`config.mk`:
```
export PLATFORM = sky130hd
export DESIGN_NAME = rr_decode_arbiter
export DESIGN_NICKNAME = d
export VERILOG_FILES = /design/src/rtl/rr_decode_pkg.sv /design/src/rtl/onehot_decode2to4.sv /design/src/rtl/rr_decode_arbiter.sv
export SDC_FILE = /design/constraint.sdc
export NUM_CORES = 1
export LEC_CHECK = 0
export CORE_AREA = 5 5 42 44
export DETAILED_ROUTE_END_ITERATION = 6
export DIE_AREA = 0 0 47 49
export PLACE_DENSITY = 0.74
export SLEW_MARGIN = 25
export SYNTH_ARGS = -nofsm -noshare
export SYNTH_HDL_FRONTEND = slang
export SYNTH_SLANG_ARGS = --single-unit
```
`constraint.sdc`:
```
create_clock -name clk -period 1.4 [get_ports clk]
set_input_delay 0.35 -clock clk [delete_from_list [all_inputs] [get_ports clk]]
set_output_delay 0.35 -clock clk [all_outputs]
set_load 0.02 [all_outputs]
```
`src/rtl/rr_decode_pkg.sv`:
```
// Shared types and constants for the round-robin decode arbiter.
package rr_decode_pkg;

  localparam int NUM_REQ = 4;
  localparam int IDX_W   = 2;

  localparam logic [IDX_W-1:0] LAST_RST = 2'd3;

  typedef enum logic {
    ST_IDLE  = 1'b0,
    ST_GRANT = 1'b1
  } state_t;

  // First requester at or after last+1, wrapping; the previous owner is checked last.
  function automatic logic [IDX_W-1:0] rr_pick(input logic [NUM_REQ-1:0] req,
                                               input logic [IDX_W-1:0]   last);
    logic [IDX_W-1:0] cand;
    logic             found;
    rr_pick = last;
    found   = 1'b0;
    for (int k = 1; k <= NUM_REQ; k++) begin
      cand = last + IDX_W'(k);
      if (!found && req[cand]) begin
        rr_pick = cand;
        found   = 1'b1;
      end
    end
  endfunction

endpackage

```
`src/rtl/onehot_decode2to4.sv`:
```
// Combinational 2-to-4 one-hot decoder with enable.
module onehot_decode2to4
  import rr_decode_pkg::*;
(
  input  logic [IDX_W-1:0]   idx,
  input  logic               en,
  output logic [NUM_REQ-1:0] onehot
);

  always_comb begin
    // NOTE: default assignment first so no path leaves onehot unassigned (no latch).
    onehot = '0;
    if (en) onehot[idx] = 1'b1;
  end

endmodule

```
`src/rtl/rr_decode_arbiter.sv`:
```
// Round-robin arbiter for one shared 2-to-4 decode resource among 4 requesters.
// Optional hold timeout compiled in with `define ARB_TIMEOUT_EN.
module rr_decode_arbiter
  import rr_decode_pkg::*;
#(
  parameter int MAX_HOLD = 15,
  parameter int CNT_W    = 8
) (
  input  logic               clk,
  input  logic               rst,
  input  logic [NUM_REQ-1:0] req,
  input  logic [NUM_REQ-1:0] done,
  output logic [NUM_REQ-1:0] grant,
  output logic [IDX_W-1:0]   grant_idx,
  output logic               grant_valid,
  output logic               timeout
);

  localparam bit PARAMS_OK = (MAX_HOLD >= 1) && (MAX_HOLD <= 255) &&
                             (CNT_W < 31) && ((2 ** CNT_W) > MAX_HOLD);

  if (!PARAMS_OK) begin : g_bad_params
    $error("rr_decode_arbiter: MAX_HOLD must be 1..255 and fit in CNT_W bits");
  end

  state_t           state;
  logic [IDX_W-1:0] last_idx;
  logic             owner_done;
  logic             owner_drop;
  logic             hold_expired;
  logic             release_now;

  assign owner_done  = done[grant_idx];
  assign owner_drop  = ~req[grant_idx];
  assign release_now = owner_done | owner_drop | hold_expired;

`ifdef ARB_TIMEOUT_EN
  localparam logic [CNT_W-1:0] HOLD_LAST = CNT_W'(MAX_HOLD - 1);

  logic [CNT_W-1:0] hold_cnt;

  assign hold_expired = (hold_cnt == HOLD_LAST);

  // Cleared during the mandatory idle cycle, so every grant starts counting from 0.
  always_ff @(posedge clk) begin
    if (rst) begin
      hold_cnt <= '0;
      timeout  <= 1'b0;
    end else begin
      if (state == ST_IDLE)    hold_cnt <= '0;
      else if (hold_cnt != '1) hold_cnt <= hold_cnt + 1'b1;
      timeout <= (state == ST_GRANT) && hold_expired && !owner_done && !owner_drop;
    end
  end
`else
  assign hold_expired = 1'b0;
  assign timeout      = 1'b0;
`endif

  // NOTE: sequential state uses non-blocking assignments so every flop samples pre-edge values.
  always_ff @(posedge clk) begin
    if (rst) begin
      state       <= ST_IDLE;
      grant_idx   <= '0;
      grant_valid <= 1'b0;
      last_idx    <= LAST_RST;
    end else begin
      case (state)
        ST_IDLE: begin
          if (|req) begin
            grant_idx   <= rr_pick(req, last_idx);
            last_idx    <= rr_pick(req, last_idx);
            grant_valid <= 1'b1;
            state       <= ST_GRANT;
          end
        end
        ST_GRANT: begin
          if (release_now) begin
            grant_valid <= 1'b0;
            state       <= ST_IDLE;
          end
        end
        default: state <= ST_IDLE;
      endcase
    end
  end

  onehot_decode2to4 u_decode (
    .idx    (grant_idx),
    .en     (grant_valid),
    .onehot (grant)
  );

endmodule

```
After elaboration in Yosys (flattened, before gate mapping)
Index checks and enable logic that the tools add are counted.
{ "word_totals": {"mem_count": 0, "latchBits": 0, "out_inout_bits": 8, "romBits": 0, "ff_bits": 6, "inputBits": 10, "elab_cells": 65, "mem_bits_rw": 0} }
{ "classes": {"eq_ne": 2, "div": 0, "magnitude_cmp": 6, "mul": 0, "n_reduce_logical": 10, "n_shift": 0, "n_mux": 37, "bitwise": 3, "add_sub_neg": 3} }
{ "ops": {"columns": ["operator", "count"], "rows": [
  ["two-way mux 1 bit", 23],
  ["< comparator 2 x 3 -> 1 bit (second input constant)", 5],
  ["binary-select mux 1 bit (select 2 bit)", 6],
  ["two-way mux 2 bit", 4],
  ["adder 2 bit (second input constant)", 2],
  ["logical AND 1 bit", 4],
  ["two-way mux 4 bit", 1],
  ["case mux 1 bit (2 select lines)", 2],
  ["AND reduction 2 bit", 2],
  ["OR reduction 4 bit", 1],
  ["zero test 1 bit", 3],
  ["adder 2 x 1 -> 2 bit (second input constant)", 1],
  ["demux 1 bit (select 2 bit)", 1],
  ["greater-or-equal comparator 2 x 1 -> 1 bit (second input constant)", 1],
  ["!= test 2 x 1 -> 1 bit (second input constant)", 1],
  ["!= test 2 bit (second input constant)", 1],
  ["NOT 1 bit", 2],
  ["bitwise OR 1 bit", 1]
]} }

Longest topological paths before layout
{ "logic_depth": {"depth_word": 22, "ltp_mapped": 5, "mapped_depth_nobuf": 4} }

Modules after synthesis
From an unflattened synthesis, not the netlist that was laid out.
{ "unflattened": {"cells_unflattened": 52, "area_unflattened_um2": 441.7} }
{ "by_module_without_submodules": {"columns": ["module", "seq_area_each_um2", "cells_each", "area_per_inst_um2", "instances"], "rows": [
  ["rr_decode_arbiter", 120.1, 48, 404.1, 1],
  ["onehot_decode2to4", 0.0, 4, 37.5, 1]
]} }

Least setup slack after synthesis
OpenSTA, ideal clock, no wires.
{ "synth_timing": {"path_type": "register -> output", "start": "register grant_idx[0]", "end": "output port grant[0]", "t_required_ns": 1.050, "t_arrival_ns": 1.091, "setup_slack_ns": -0.041, "n_path_buf": 1, "path_stages_with_launch": 3, "cell_sequence": "dfxtp_1 -> clkbuf_1 -> nor3b_1"} }
{ "synth_between": {"elab_chain_cells": 5} }
{ "synth_rtl": {"columns": ["element", "line_no", "rtl"], "rows": [
  ["from (decl)", "rr_decode_arbiter.sv:14", "output logic [IDX_W-1:0] grant_idx,"],
  ["from (signal assigned)", "rr_decode_arbiter.sv:71", "grant_idx <= rr_pick(req, last_idx);"],
  ["< comparator 2 x 3 -> 1 bit (implied by the code) / greater-or-equal comparator 2 x 1 -> 1 bit (equally long branches)", "onehot_decode2to4.sv:13", "if (en) onehot[idx] = 1'b1;"],
  ["logical AND 1 bit (implied by the code)", "onehot_decode2to4.sv:13", null],
  ["two-way mux 1 bit (implied by the code)", "onehot_decode2to4.sv:13", null],
  ["demux 1 bit (select 2 bit) *", null, null],
  ["two-way mux 4 bit *", "onehot_decode2to4.sv:13", null],
  ["to (decl)", "rr_decode_arbiter.sv:13", "output logic [NUM_REQ-1:0] grant,"]
]} }
Every way passes the cells marked *; elsewhere a longest branch is shown, timed or not.

Final worst setup path
{ "layout_timing": {"start": "register grant_valid", "end": "output port grant_valid"} }
{ "layout_lines": {"columns": ["element", "line_no", "rtl"], "rows": [
  ["from (decl)", "rr_decode_arbiter.sv:15", "output logic grant_valid,"],
  ["from (signal assigned)", "rr_decode_arbiter.sv:65", "grant_valid <= 1'b0;"],
  ["from (signal assigned)", "rr_decode_arbiter.sv:73", "grant_valid <= 1'b1;"],
  ["from (signal assigned)", "rr_decode_arbiter.sv:79", "grant_valid <= 1'b0;"]
]} }
No word-level cell between the ends.

==> results.sh <==
export IMPL_root_buffer="clkbuf_4"
export IMPL_die_w_um=47
export IMPL_grt_util_all_layers_pct=12.89
export IMPL_synth_seq_cells=6
export IMPL_setup_viol=0
export IMPL_initial_core_util_pct=33.48
export IMPL_grt_max_degree=11
export IMPL_cts_buffer_depth=2
export IMPL_via_count=555
export IMPL_postRouteAntennaNets=0
export IMPL_fin_cells=105
export IMPL_end_kind="output pin"
export IMPL_grt_pass1_wl_um=2194
export IMPL_period_minus_slack_ps=1332
export IMPL_routed_wl_um=1279
export IMPL_htree_levels=1
export IMPL_grt_pass1_vias=567
export IMPL_hp_class="reg -> reg"
export IMPL_firstDrtPassIters=4
export IMPL_fmax_mhz=750.9
export IMPL_yosys_area_share_simple_pct=35.73
export IMPL_crit_fanout=5
export IMPL_path_clk_slew_ps=40
export IMPL_cts_tree="yes"
export IMPL_cts_sinks=6
export IMPL_drive_above_1_share_pct=31.46
export IMPL_synth_compound_area_share_pct=28.80
export IMPL_crit_type="reg -> out"
export IMPL_critPathLaunchType="register"
export IMPL_gp_congestion=0.8797
export IMPL_clock_latency_ps=240
export IMPL_required_ps=1050
export IMPL_die_y_um=49
export IMPL_cap_viol_max_count=0
export IMPL_fill_cells=143
export IMPL_timing_final_hold_violations=0
export IMPL_fin_skew_ps=1.200
export IMPL_status="complete, no violations"
export IMPL_numCtsBuffers=3
export IMPL_tns_ps=0
export IMPL_drv_slew=0
export IMPL_peakVddDrop_mv=0.5606
export IMPL_postSynthAreaPerCell_um2=7.331
export IMPL_cellPowerDensity_mw_per_mm2=992.8
export IMPL_die_area_mm2=0.002303
export IMPL_port_buffer_count=16
export IMPL_synthAdderAreaFrac_pct=0
export IMPL_syn_inst=64
export IMPL_num_rows=14
export IMPL_final_net_count=101
export IMPL_grt_overflow=0
export IMPL_p_leak_nw=0.3341
export IMPL_synth_nets=74
export IMPL_synthXorXnorAreaFrac_pct=0
export IMPL_syn_area_um2=469.2
export IMPL_antenna_cells=0
export IMPL_post_place_cells=102
export IMPL_finalCritPeriodShare_pct=95.13
export IMPL_ys_seq_area_share_pct=25.60
export IMPL_synth_top_family_by_area="simple AND/OR/NAND/NOR gates"
export IMPL_drc=0
export IMPL_critPathArrivalTime_ps=980
export IMPL_place_hpwl_um=1038
export IMPL_yosysWarnings=0
export IMPL_drt_wirelength_per_cell_um=12.18
export IMPL_io_pin_count=18
export IMPL_antenna_found_initial=0
export IMPL_synthMuxAreaShare_pct=0
export IMPL_r2r_setup_slack_ps=120
export IMPL_core_area_mm2=0.001401
export IMPL_vias_per_cell=5.286
export IMPL_netlist_cell_type_count=32
export IMPL_area_growth_pct=56.80
export IMPL_drt_iter0_drc=7
## worst max-delay path: stages, from the launching register on
cell and delay (ps):
dfxtp_2 340, buf_4 110, clkdlybuf4s15_1 290
## cells in the mapped netlist
cell type	instances	share of area [%]
nor3b_1	3	4.8
clkbuf_1	1	0.80
a211oi_1	2	3.2
buf_6	1	2.4
dfxtp_1	6	26
or2b_1	1	1.6
nor2_1	8	6.4
buf_2	1	1.1
nor4b_1	1	1.9
a311oi_1	1	1.9
o2bb2ai_1	1	1.9
and3_1	1	1.3
nand2_1	5	4.0
inv_1	4	3.2
a21oi_1	3	3.2
o21ai_1	2	2.1
nand3b_1	3	4.8
nand3_1	1	1.1
o41ai_2	1	3.5
a31oi_1	1	1.3
nor4_1	1	1.3
o31a_1	1	1.9
o21ai_0	4	4.3
buf_4	1	1.6
or4b_1	1	2.1
nand2b_1	3	4.0
or3_1	1	1.3
a21oi_2	1	1.9
conb_1	1	0.80
nor3_1	1	1.1
o311ai_1	1	1.9
a41oi_1	1	1.9
## power breakdown
part | total, mW | internal [mW] | switching (mW) | leakage (nW)
clock | 0.157 | 0.0968 | 0.0603 | 0.0138
sequential | 0.253 | 0.209 | 0.0436 | 0.0509
combinational | 0.321 | 0.155 | 0.166 | 0.269
total | 0.730 | 0.461 | 0.270 | 0.334
## sequential cells by signal (all words and copies together) (netlist names)
signal	cells
grant_idx	2
grant_valid	1
last_idx	2
state	1
## placed cells by master (no fill, tap or decap), drive strengths merged
cell type	netlist	routed
buf	3	14
nor2	8	8
o21ai	6	6
dfxtp	6	6
nand2	5	5
clkdlybuf4s50	0	5
dlygate4sd2	0	5
inv	4	4
a21oi	4	4
nand2b	3	3
nand3b	3	3
clkbuf	1	3
nor3b	3	3
a211oi	2	2
and3	1	1
or3	1	1
or2b	1	1
nand3	1	1
a311oi	1	1
or4b	1	1
o41ai	1	1
nor4	1	1
o31a	1	1
o311ai	1	1
o2bb2ai	1	1
nor4b	1	1
a31oi	1	1
nor3	1	1
a41oi	1	1
conb	1	1
dlymetal6s2s	0	1
clkdlybuf4s15	0	1
## worst paths after layout
kind / to / from / cells after the start
setup / recovery: grant_valid / grant_valid / 2
hold / removal: state / state / 2
setup reg to reg: last_idx[0] / last_idx[0] / 4
hold reg to reg: state / state / 2
## metrics by stage
| step | hold slack, ps | cell area (um^2) | power [mW] | setup slack [ps] | util (%) |
|---|---|---|---|---|---|
| 2_1_floorplan | 422.1 | 474.2 | 0.4223 | -18.66 | - |
| 3_3_place_gp | 534.5 | 701.9 | 0.5706 | -311.6 | 50.09 |
| 3_5_place_dp | 543.7 | 701.9 | 0.5781 | -342.1 | 50.09 |
| 4_1_cts | 549.9 | 734.5 | 0.7327 | 4.416 | 52.41 |
| 5_1_grt | 615.2 | 735.7 | 0.7954 | -1.713 | 52.50 |
| 6_report | 559.3 | 735.7 | 0.7304 | 68.25 | 52.50 |
## kinds of logic after synthesis
logic type / Yosys count
AO/OA/AOI/OAI: 19
buffers and inverters: 8
flip-flops: 6
other: 1
AND/OR/NAND/NOR: 30
## cell type report
class / count / area (um^2) / share of cell area [%]
Clock buffer: 3 / 22.52 / 3.061
Timing Repair Buffer: 26 / 211.5 / 28.74
Multi-Input combinational cell: 50 / 339.1 / 46.09
Inverter: 4 / 15.01 / 2.041
Sequential cell: 6 / 127.6 / 17.35
Tap cell: 16 / 20.02 / 2.721
## per-layer routing
metal	routed length (um)	up-vias	track usage (%)
met3	83	2	7.011
met1	506	254	12.53
met2	672	18	21.72
met4	17	0	5.069
li1	-	281	-
met5	0	-	0
## what timing repair did
| action | in CTS | in global routing |
|---|---|---|
| setup endpoints to repair | 12 | 10 |
| pin swaps | 2 | 2 |
| resized for setup | 24 | 10 |
| hold buffers | 0 | 0 |
| setup buffers | 0 | 0 |
No activity file was read; power rests on OpenSTA's default activity.
